[src/rtl/flight_pkg.sv]
`default_nettype none
// ============================================================================
// Module      : flight_pkg
// Description : Shared types and default constants for the flight-phase
//               sequencer: state encoding, tuning defaults and the ordering
//               of the six-bit gyro tilt-flag bundle.
// Revision    : 1.0 - initial release
// ============================================================================
package flight_pkg;

  // Default tuning values; the top-level parameters start from these.
  localparam int DEF_THR_W        = 8;
  localparam int DEF_HOVER_THR    = 128;
  localparam int DEF_RAMP_STEP    = 4;
  localparam int DEF_DEBOUNCE_CYC = 4;
  localparam int DEF_ARM_HOLD     = 8;
  localparam int DEF_TILT_LIMIT   = 16;

  // Flight phases; codes 6 and 7 are illegal and recover through FAULT.
  typedef enum logic [2:0] {
    ST_IDLE   = 3'd0,
    ST_ARM    = 3'd1,
    ST_SPINUP = 3'd2,
    ST_HOVER  = 3'd3,
    ST_LAND   = 3'd4,
    ST_FAULT  = 3'd5
  } state_t;

  // Gyro bundle is packed as {X, _X, Y, _Y, Z, _Z}.
  localparam int GYRO_W  = 6;
  localparam int GYRO_XP = 5;
  localparam int GYRO_XN = 4;
  localparam int GYRO_YP = 3;
  localparam int GYRO_YN = 2;
  localparam int GYRO_ZP = 1;
  localparam int GYRO_ZN = 0;

  // A physical axis cannot tilt both ways at once: both flags high means a bad sensor.
  function automatic logic axis_contradiction(input logic [GYRO_W-1:0] g);
    return (g[GYRO_XP] & g[GYRO_XN]) |
           (g[GYRO_YP] & g[GYRO_YN]) |
           (g[GYRO_ZP] & g[GYRO_ZN]);
  endfunction

endpackage
`default_nettype wire

[src/rtl/switch_debounce.sv]
`default_nettype none
// ============================================================================
// Module      : switch_debounce
// Description : 2-FF synchroniser followed by a stability counter. The output
//               flips only after DEBOUNCE_CYC consecutive synchronised samples
//               disagree with it; any agreeing sample restarts the count.
//               Reusable for any receiver switch channel.
// Revision    : 1.0 - initial release
// ============================================================================
module switch_debounce #(
  parameter int DEBOUNCE_CYC = 4
) (
  input  logic clk,
  input  logic reset,
  input  logic din,
  output logic dout
);

  localparam int c_cnt_w = $clog2(DEBOUNCE_CYC + 1);

  logic               r_sync1;
  logic               r_sync2;
  logic               r_dout;
  logic [c_cnt_w-1:0] r_cnt;

  // Synchronise the raw input and count consecutive samples that differ from the output.
  always_ff @(posedge clk or posedge reset) begin
    if (reset) begin
      r_sync1 <= 1'b0;
      r_sync2 <= 1'b0;
      r_dout  <= 1'b0;
      r_cnt   <= '0;
    end else begin
      r_sync1 <= din;
      r_sync2 <= r_sync1;
      if (r_sync2 != r_dout) begin
        if (r_cnt == c_cnt_w'(DEBOUNCE_CYC - 1)) begin
          r_dout <= r_sync2;
          r_cnt  <= '0;
        end else begin
          r_cnt <= r_cnt + 1'b1;
        end
      end else begin
        r_cnt <= '0;
      end
    end
  end

  assign dout = r_dout;

endmodule
`default_nettype wire

[src/rtl/flight_mode_sequencer.sv]
`default_nettype none
// ============================================================================
// Module      : flight_mode_sequencer
// Description : Flight-phase controller. Debounces the arm switch and walks
//               IDLE -> ARM -> SPINUP -> HOVER -> LAND -> IDLE, generating the
//               base throttle ramp, motor enable and takeoff/landing flags.
//               Supervises the gyro flags for contradictions (FAULT) and
//               persistent tilt (forced LAND).
// Revision    : 1.0 - initial release
// ============================================================================
module flight_mode_sequencer
  import flight_pkg::*;
#(
  parameter int THR_W        = DEF_THR_W,
  parameter int DEBOUNCE_CYC = DEF_DEBOUNCE_CYC,
  parameter int ARM_HOLD     = DEF_ARM_HOLD,
  parameter int RAMP_STEP    = DEF_RAMP_STEP,
  parameter int HOVER_THR    = DEF_HOVER_THR,
  parameter int TILT_LIMIT   = DEF_TILT_LIMIT
) (
  input  logic             clk,
  input  logic             reset,
  input  logic             receiverCH5,
  input  logic             gyroX,
  input  logic             gyro_X,
  input  logic             gyroY,
  input  logic             gyro_Y,
  input  logic             gyroZ,
  input  logic             gyro_Z,
  output logic [THR_W-1:0] throttle,
  output logic             motor_en,
  output logic             takeoff,
  output logic             landing,
  output logic             fault,
  output logic [2:0]       state
);

  localparam int             c_arm_w     = $clog2(ARM_HOLD + 1);
  localparam int             c_tilt_w    = $clog2(TILT_LIMIT + 1);
  localparam logic [THR_W:0] c_step_ext  = (THR_W+1)'(RAMP_STEP);
  localparam logic [THR_W:0] c_hover_ext = (THR_W+1)'(HOVER_THR);
  localparam logic [THR_W-1:0] c_step_thr  = THR_W'(RAMP_STEP);
  localparam logic [THR_W-1:0] c_hover_thr = THR_W'(HOVER_THR);

  state_t              r_state;
  logic [THR_W-1:0]    r_throttle;
  logic                r_motor_en;
  logic                r_takeoff;
  logic                r_landing;
  logic                r_fault;
  logic [c_arm_w-1:0]  r_arm_cnt;
  logic [c_tilt_w-1:0] r_tilt_cnt;

  logic                w_sw_db;
  logic [GYRO_W-1:0]   w_gyro;
  logic                w_contra;
  logic                w_any_tilt;
  logic                w_tilt_hit;
  logic                w_arm_done;
  logic [THR_W:0]      w_up_sum;
  logic [THR_W-1:0]    w_ramp_up;
  logic [THR_W-1:0]    w_ramp_down;
  state_t              w_next;
  logic [THR_W-1:0]    w_thr_next;

  switch_debounce #(
    .DEBOUNCE_CYC(DEBOUNCE_CYC)
  ) u_arm_switch (
    .clk  (clk),
    .reset(reset),
    .din  (receiverCH5),
    .dout (w_sw_db)
  );

  assign w_gyro     = {gyroX, gyro_X, gyroY, gyro_Y, gyroZ, gyro_Z};
  assign w_contra   = axis_contradiction(w_gyro);
  assign w_any_tilt = |w_gyro;
  assign w_tilt_hit = w_any_tilt && (r_tilt_cnt == c_tilt_w'(TILT_LIMIT - 1));
  assign w_arm_done = (r_arm_cnt == c_arm_w'(ARM_HOLD - 1));

  // Ramp up is done one bit wider so the clamp sees any overshoot past the hover target.
  assign w_up_sum    = {1'b0, r_throttle} + c_step_ext;
  assign w_ramp_up   = (w_up_sum > c_hover_ext) ? c_hover_thr : w_up_sum[THR_W-1:0];
  assign w_ramp_down = (r_throttle > c_step_thr) ? (r_throttle - c_step_thr) : '0;

  // Next phase and next throttle; earlier tests in each branch take priority.
  always_comb begin
    w_next     = r_state;
    w_thr_next = r_throttle;
    case (r_state)
      ST_IDLE: begin
        w_thr_next = '0;
        if (w_sw_db) w_next = ST_ARM;
      end
      ST_ARM: begin
        w_thr_next = '0;
        if (w_contra)        w_next = ST_FAULT;
        else if (!w_sw_db)   w_next = ST_IDLE;
        else if (w_arm_done) w_next = ST_SPINUP;
      end
      ST_SPINUP: begin
        w_thr_next = w_ramp_up;
        if (w_contra) begin
          w_next     = ST_FAULT;
          w_thr_next = '0;
        end else if (w_tilt_hit || !w_sw_db) begin
          w_next     = ST_LAND;
          w_thr_next = r_throttle;
        end else if (r_throttle == c_hover_thr) begin
          w_next     = ST_HOVER;
        end
      end
      ST_HOVER: begin
        w_thr_next = c_hover_thr;
        if (w_contra) begin
          w_next     = ST_FAULT;
          w_thr_next = '0;
        end else if (w_tilt_hit || !w_sw_db) begin
          w_next     = ST_LAND;
        end
      end
      ST_LAND: begin
        w_thr_next = w_ramp_down;
        if (w_contra) begin
          w_next     = ST_FAULT;
          w_thr_next = '0;
        end else if (r_throttle == '0) begin
          w_next     = ST_IDLE;
          w_thr_next = '0;
        end
      end
      ST_FAULT: begin
        w_thr_next = '0;
        if (!w_sw_db) w_next = ST_IDLE;
      end
      default: begin
        w_next     = ST_FAULT;
        w_thr_next = '0;
      end
    endcase
  end

  // Phase register, phase counters and registered outputs derived from the next phase.
  always_ff @(posedge clk or posedge reset) begin
    if (reset) begin
      r_state    <= ST_IDLE;
      r_throttle <= '0;
      r_motor_en <= 1'b0;
      r_takeoff  <= 1'b0;
      r_landing  <= 1'b0;
      r_fault    <= 1'b0;
      r_arm_cnt  <= '0;
      r_tilt_cnt <= '0;
    end else begin
      r_state    <= w_next;
      r_throttle <= w_thr_next;
      r_motor_en <= (w_next == ST_ARM) || (w_next == ST_SPINUP) ||
                    (w_next == ST_HOVER) || (w_next == ST_LAND);
      r_takeoff  <= (w_next == ST_SPINUP);
      r_landing  <= (w_next == ST_LAND);
      r_fault    <= (w_next == ST_FAULT);

      if (w_next != r_state)
        r_arm_cnt <= '0;
      else if ((r_state == ST_ARM) && w_sw_db)
        r_arm_cnt <= r_arm_cnt + 1'b1;

      if (w_next != r_state)
        r_tilt_cnt <= '0;
      else if (((r_state == ST_SPINUP) || (r_state == ST_HOVER)) && w_any_tilt)
        r_tilt_cnt <= r_tilt_cnt + 1'b1;
      else
        r_tilt_cnt <= '0;
    end
  end

  assign throttle = r_throttle;
  assign motor_en = r_motor_en;
  assign takeoff  = r_takeoff;
  assign landing  = r_landing;
  assign fault    = r_fault;
  assign state    = r_state;

endmodule
`default_nettype wire
[config.mk]
export PLATFORM = sky130hd
export DESIGN_NAME = flight_mode_sequencer
export DESIGN_NICKNAME = d
export VERILOG_FILES = /design/src/rtl/flight_pkg.sv /design/src/rtl/switch_debounce.sv /design/src/rtl/flight_mode_sequencer.sv
export SDC_FILE = /design/constraint.sdc
export NUM_CORES = 1
export LEC_CHECK = 0
export BUFFER_PORTS_ARGS = -buffer_cell sky130_fd_sc_hd__buf_4
export CORE_MARGIN = 5
export CORE_UTILIZATION = 30
export CTS_BUF_LIST = sky130_fd_sc_hd__clkbuf_4
export CTS_CLUSTER_DIAMETER = 200
export DETAILED_ROUTE_END_ITERATION = 16
export PLACE_DENSITY_LB_ADDON = 0.1
export SETUP_SLACK_MARGIN = 0.1
export SLEW_MARGIN = 20
export SYNTH_ARGS = -nofsm -noshare
export SYNTH_HDL_FRONTEND = slang
export SYNTH_SLANG_ARGS = --single-unit
[constraint.sdc]
create_clock -name clk -period 1.8 [get_ports clk]
set_input_delay 0.18 -clock clk [delete_from_list [all_inputs] [get_ports clk]]
set_output_delay 0.18 -clock clk [all_outputs]
set_load 0.01 [all_outputs]
==> metrics.md, run 1 <==
| Metric | Value |
|---|---|
| DR DRC count | `0` |
| Setup crit end kind | `flip-flop` |
| IO buf count | `21` |
| Gr ovfl total | `0` |
| Leak | `1.172 nW` |
| H-Tree Depth | `1` |
| CTS tree | `yes` |
| CP top delay family | `compound AO/OA/AOI/OAI gates` |
| Root Buffer | `clkbuf_4` |
| Synth unique cells | `50` |
| Slowest-stage cell, CP | `dfrtp_1` |
| Clock net sink count | `28` |
| Worst-path clk slew | `160 ps` |
| Die X | `86.61 µm` |
| 1st-pass router iterations | `4` |
| Synth top area cells | `dfrtp_1, ha_1, nor2_1, o21ai_0, nand2_1` |
| Most frequent cells in the layout | `buf_4, dfrtp_1, nor2_1, nand2_1, inv_1` |
| Most common cell after layout, fill and taps aside | `buf_4` |
| Critical path peak fanout | `5` |
| Worst Hold Class | `input pin to flip-flop` |
| Worst setup margin | `-100.8 ps` |
| Die height | `86.61 µm` |
| Max_cap viols | `0` |
| Starting Density | `30.27%` |
| RSZ-0062 raised after global routing | `true` |
| Std-Cell Rows | `28` |
| Clk buf depth | `2` |
| EDFF count, synth | `0` |
| Cells after synthesis | `198` |
| Vias per cell | `5.264` |
| CORE AREA | `5816 µm²` |
| Failing checks | `negative setup slack` |
| Setup violators final | `15` |
| Pwr dens | `848.3 nW/µm²` |
| Final wirelength | `5.335 mm` |
| Fmax | `526.1 MHz` |
| Fin crit share | `105.6%` |
| Share of cells above drive strength 1 | `46.95%` |
| CTS buffer count | `3` |
| Syn_area_per_cell | `8.891 µm²` |
| DP Wirelength | `3.822 mm` |
| Util after Layout | `45.22%` |
| Vias | `1,774` |
| Crit path launch type | `flip-flop` |
| Vias in the first global route | `1,871` |
| Clk_skew | `8.600 ps` |
| Largest net degree at the start of global routing | `29` |
| VDD IR-drop max | `0.6427 mV` |
| Arr. time, crit path | `2170 ps` |
| Area grow syn2layout | `49.40%` |
| CP Cell Sequence | `a211o_1 -> a2111oi_4 -> a31oi_4 -> buf_6 -> nor4_4 -> o21bai_1 -> nand3_1` |
| Clock insertion delay at the later pin of the skew report | `330 ps` |
| Final Hold Vio Count | `0` |
| Synth area leader | `dfrtp_1` |
| CP peak stage delay | `490 ps` |
| Status | `finished with violations` |
| DR iter-0 viols | `32` |
| Final Cell Area | `2630 µm²` |
| Routability congestion estimate | `0.8411` |
| Die ar. | `7500 µm²` |
| Post-DRT Antenna Nets | `0` |
| GRT Total Usage | `14.91%` |
| Final min period | `1901 ps` |
| Cell total after placement | `321` |
| CP Data Required Time | `2070 ps` |
| Yosys Warn Count | `0` |
| Post-route insts no fill | `337` |
| Initial antenna violation count | `0` |
| Global-route wire length before repair | `8.983 mm` |
| Ys flop type | `dfrtp_1` |
| Fillers | `606` |
| Worst path bufs/invs | `1` |
| Crit Path Class | `flip-flop to flip-flop` |
| Ys async rst share | `100.0%` |
| Synthesized cell area | `1760 µm²` |
| Placed cell area | `2316 µm²` |
| Diode count | `0` |
| I/O pin cnt | `24` |
| NumNets Final | `280` |
| Register area share after synthesis | `39.80%` |
| Area share of the largest cell type after synthesis | `39.80%` |
| Wire per inst | `15.83 µm` |
| Post-synthesis register bit count | `28` |
| Pins over their slew limit | `0` |
## Yosys cell counts (all sizes together), types with 4 or more instances
master,count
dfrtp,28
nor2,23
nand2,17
o21ai,14
inv,10
ha,8
nand3,8
a21oi,6
clkbuf,6
and3,5
buf,5
nor3,5
nor3b,5
a31oi,4
nand2b,4
nand4,4
nor4,4
o31ai,4
xnor2,4
## final cells by class
type	instances	area [µm²]	area share, %
tap	75	93.84	3.568
multi-input combinational	150	1212	46.10
clock buffer	4	30.03	1.142
timing repair buffer	70	553.0	21.03
inverter	10	37.54	1.427
sequential	28	703.2	26.74
## path summary, 6_finish.rpt
kind	start	end	slack, ps	cells after the start
worst max-delay path	throttle[6]	throttle[5]	-100	7
worst max register to register	throttle[6]	throttle[5]	-100	7
min in group asynchronous	reset	r_tilt_cnt[2]	460	4
worst min-delay path	gyroZ	takeoff	360	5
worst min register to register	u_arm_switch.r_sync1	u_arm_switch.r_sync2	370	0
max in group asynchronous	reset	throttle[2]	1050	4
## worst min-delay path: stages
cell and delay (ps):
buf_4 110, o31ai_4 80, nand2_2 90, o31ai_4 100, nor2_1 100
## through the flow
| step | setup TNS, ps | power (mW) | setup slack [ps] | hold WS, ps |
|---|---|---|---|---|
| 2_1_floorplan | 0 | 1.413 | 65.12 | 211.4 |
| 6_report | -779.1 | 2.231 | -100.8 | 360.2 |
| 3_3_place_gp | -1728 | 1.746 | -150.0 | 281.3 |
| 5_1_grt | -2106 | 2.393 | -193.7 | 367.4 |
| 4_1_cts | -961.9 | 2.166 | -145.8 | 324.2 |
| 3_5_place_dp | -2100 | 1.776 | -186.9 | 287.5 |
## layer usage
layer  GRT usage, %  wire length [µm]
met1          17.44              2105
met2          27.61              2922
met3          2.757               229
met4          4.108                78
met5              0                 0
## repair_timing
action | CTS | global route
setup buffers | 6 | 4
pin swaps | 22 | 13
endpoints found under the setup margin | 20 | 21
gates resized for setup | 29 | 23
hold endpoints to repair | 29 | 0
hold buffers | 2 | 0
## cell families (layout without fill, tap and decap cells)
group	after synthesis	count (layout)	share of synthesized area, %
AOI/OAI and AO/OA	46	46	19.33
xor gates and xnor gates	7	7	3.483
adders and majority gates	8	8	5.686
and+or+nand+nor	85	85	25.16
buffers and inverters	21	84	5.117
DFF	28	28	39.80
muxes	2	2	1.208
other	1	2	0.2130
## power breakdown
part           total (mW)  switching (mW)  internal (mW)
sequential          0.786          0.0635          0.723
clock               0.293           0.191          0.102
combinational        1.15           0.651          0.501
total                2.23           0.906           1.33
## sequential cells by signal (all words and copies together), names as in the netlist
name and count:
takeoff 1, state 3, u_arm_switch.r_sync1 1, landing 1, u_arm_switch.r_sync2 1, motor_en 1, r_tilt_cnt 5, r_arm_cnt 4
throttle 6, fault 1, u_arm_switch.r_cnt 3, u_arm_switch.dout 1
(Power assumes the default switching activity.)
==> inputs of run 2 (changes only) <==
--- a/config.mk
+++ b/config.mk
@@ -16,4 +16,5 @@
 export SLEW_MARGIN = 20
 export SYNTH_ARGS = -nofsm -noshare
 export SYNTH_HDL_FRONTEND = slang
+export SYNTH_HIERARCHICAL = 1
 export SYNTH_SLANG_ARGS = --single-unit
==> metrics.md, run 2 <==
| Metric | Value |
|---|---|
| Status | `finished with violations` |
| Failing checks | `negative setup slack` |
| Worst path bufs/invs | `1 (unchanged)` |
| H-Tree Depth | `1 (unchanged)` |
| Crit path launch type | `flip-flop` |
| Cell total after placement | `343 (+6.9%)` |
| DR DRC count | `0 (unchanged)` |
| Hold path startpoint | `gyro_Z` |
| DR iter-0 viols | `81 (+150%)` |
| Routability congestion estimate | `0.8693 (+3.4%)` |
| RSZ-0062 raised after global routing | `true` |
| Die ar. | `7651 µm² (+2.0%)` |
| Final Hold Vio Count | `0 (unchanged)` |
| Wire per inst | `13.94 µm (-12%)` |
| CP Cell Sequence | `ha_2 -> and3_4 -> ha_4 -> o32a_1 -> nor2_4 -> buf_4 -> o21a_4 -> a31o_2 -> a32o_1` |
| Slowest-stage cell, CP | `dfrtp_1` |
| Pwr Total | `2.539 mW (+14%)` |
| DP Worst Slack | `-351.1 ps (-164.1 ps)` |
| Largest net degree at the start of global routing | `23 (-21%)` |
| CTS tree | `yes` |
| Switching fraction of total power | `36.61% (-4.0 points)` |
| Global-route wire length before repair | `8.376 mm (-6.8%)` |
| Worst setup margin | `-232.4 ps (-131.5 ps)` |
| Clock net sink count | `28 (unchanged)` |
| VDD IR-drop max | `0.4926 mV (-23%)` |
| Worst-path clk slew | `170 ps (about the same)` |
| Combinational share of power | `51.7% (about the same)` |
| Setup TNS | `-2901 ps (-2122 ps)` |
| Pwr dens | `930.1 nW/µm² (+9.6%)` |
| Yosys Warn Count | `6 (+6)` |
| Most common cell after layout, fill and taps aside | `buf_4` |
| Die height | `87.47 µm (+1.0%)` |
| Die X | `87.47 µm (+1.0%)` |
| IO buf count | `21 (unchanged)` |
| Vias | `1,778 (+0.23%)` |
| Arr. time, crit path | `2270 ps (+100 ps)` |
| CP peak stage delay | `380 ps (-110 ps)` |
| Setup crit end kind | `flip-flop` |
| Synth unique cells | `59 (+18%)` |
| Initial antenna violation count | `0 (unchanged)` |
| Max_cap viols | `0 (unchanged)` |
| Synth area leader | `dfrtp_1` |
| Placed cell area | `2475 µm² (+6.9%)` |
| EDFF count, synth | `0 (unchanged)` |
| Clk_skew | `16.06 ps (+7.456 ps)` |
| Starting Density | `30.59% (+0.32 points)` |
| DP Wirelength | `3.805 mm (-0.45%)` |
| Vias in the first global route | `1,738 (-7.1%)` |
| Share of cells above drive strength 1 | `44.96% (-2.0 points)` |
| Clk buf depth | `2 (unchanged)` |
| Final min period | `2032 ps (+131.5 ps)` |
| CTS buffer count | `3 (unchanged)` |
| Register area share after synthesis | `38.92% (-0.89 points)` |
| Util after Layout | `46.39% (+1.2 points)` |
| GRT Total Usage | `13.83% (-1.1 points)` |
| Final wirelength | `4.921 mm (-7.8%)` |
| Crit Path Class | `flip-flop to flip-flop` |
| NetSw | `0.9295 mW (+2.6%)` |
| RR Startpoint | `r_tilt_cnt[0]` |
| Gr ovfl total | `0 (unchanged)` |
| Post-route insts no fill | `353 (+4.7%)` |
| Fmax | `492.0 MHz (-6.5%)` |
| CP Data Required Time | `2040 ps (-30 ps)` |
| Clock Power Share | `16.6% (+3.5 points)` |
| Synth top area cells | `dfrtp_1, ha_1, nor2_1, nand2_1, clkbuf_1` |
| NumNets Final | `296 (+5.7%)` |
| CP top delay family | `compound AO/OA/AOI/OAI gates` |
| Largest register FFs | `6 (unchanged)` |
| Diode count | `0 (unchanged)` |
| I/O pin cnt | `24 (unchanged)` |
| Worst Hold Class | `input pin to flip-flop` |
| Vias per cell | `5.037 (-4.3%)` |
| CP Launch Point | `r_tilt_cnt[0]` |
| Most frequent cells in the layout | `buf_4, dfrtp_1, nand2_1, nor2_1, inv_1` |
| Leak | `1.222 nW (+4.3%)` |
| Cells after synthesis | `203 (+2.5%)` |
| Synthesized cell area | `1800 µm² (+2.3%)` |
| Ys flop type | `dfrtp_1` |
| Std-Cell Rows | `28 (unchanged)` |
| Setup violators final | `19 (+4)` |
| 1st-pass router iterations | `4 (unchanged)` |
| Syn_area_per_cell | `8.869 µm² (-0.24%)` |
| Area share of the largest cell type after synthesis | `38.92% (-0.89 points)` |
| Clock insertion delay at the later pin of the skew report | `340 ps (about the same)` |
| Final hold slack | `256.6 ps (-103.5 ps)` |
| Post-synthesis register bit count | `28 (unchanged)` |
| Pins over their slew limit | `0 (unchanged)` |
| Internal power | `1.610 mW (+21%)` |
| CORE AREA | `5886 µm² (+1.2%)` |
| Root Buffer | `clkbuf_4` |
| Critical path peak fanout | `6 (+1)` |
| Post-DRT Antenna Nets | `0 (unchanged)` |
| Final Cell Area | `2730 µm² (+3.8%)` |
| Commonest cells in the netlist | `dfrtp_1, nor2_1, nand2_1` |
| Part of the power in registers | `31.6% (-3.6 points)` |
| Ys async rst share | `100.0% (unchanged)` |
| Fin crit share | `112.9% (+7.3 points)` |
| Most frequent cell after synthesis | `dfrtp_1` |
| Area grow syn2layout | `51.63%` |
[run 2: worst min-delay path: stages]
cell and delay (ps):
buf_4 90, nand2_1 40, nand2_1 200, nor2_1 80
[run 2: layout make-up]
| type | count | area (µm²) |
|---|---|---|
| Fill cell | 597 | 3156 |
| Sequential cell | 28 | 703.2 |
| Timing Repair Buffer | 84 | 655.6 |
| Multi-Input combinational cell | 152 | 1187 |
| Clock buffer | 3 | 22.52 |
| Inverter | 10 | 37.54 |
| Tap cell | 75 | 93.84 |
| Clock inverter | 1 | 30.03 |
[run 2: worst paths after layout]
check / to / slack [ps] / cells after the start
min in group asynchronous: u_arm_switch/dout / 290 / 3
min reg2reg: u_arm_switch/r_sync2 / 370 / 0
min: state[1] / 260 / 4
max reg2reg: throttle[5] / -230 / 9
max: throttle[5] / -230 / 9
max in group asynchronous: throttle[5] / 1140 / 4
[run 2: cells by family after synthesis]
kind of cell / share of synthesized area [%]
and+or+nand+nor: 23.42
other: 0.2083
adders and majority gates: 5.560
muxes: 1.737
AOI/OAI and AO/OA: 21.33
DFF: 38.92
buffers and inverters: 5.420
xor gates and xnor gates: 3.405
[run 2: power groups by stage]
stage	registers, mW	clock network [mW]	logic (mW)
finish	0.803	0.422	1.31
global route	0.818	0.468	1.44
CTS	0.802	0.447	1.16
detailed placement	0.813	0	1.11
global placement	0.815	0	1.11
floorplan	0.816	0	0.635
[run 2: what timing repair did]
item                                   4_1_cts  5_1_grt
pin swaps                                    9        7
setup endpoints to repair                   21       22
setup buffers                                2        2
endpoints found under the hold margin       29        0
hold buffers                                 2        0
gates resized for setup                     13       24
[run 2: metal layers]
metal	track usage, %	share of wire, %	up-vias
met5	0	0	-
met4	2.510	0.61	0
met3	2.744	5.1	2
met2	22.33	47	38
met1	19.24	47	854
li1	-	-	884
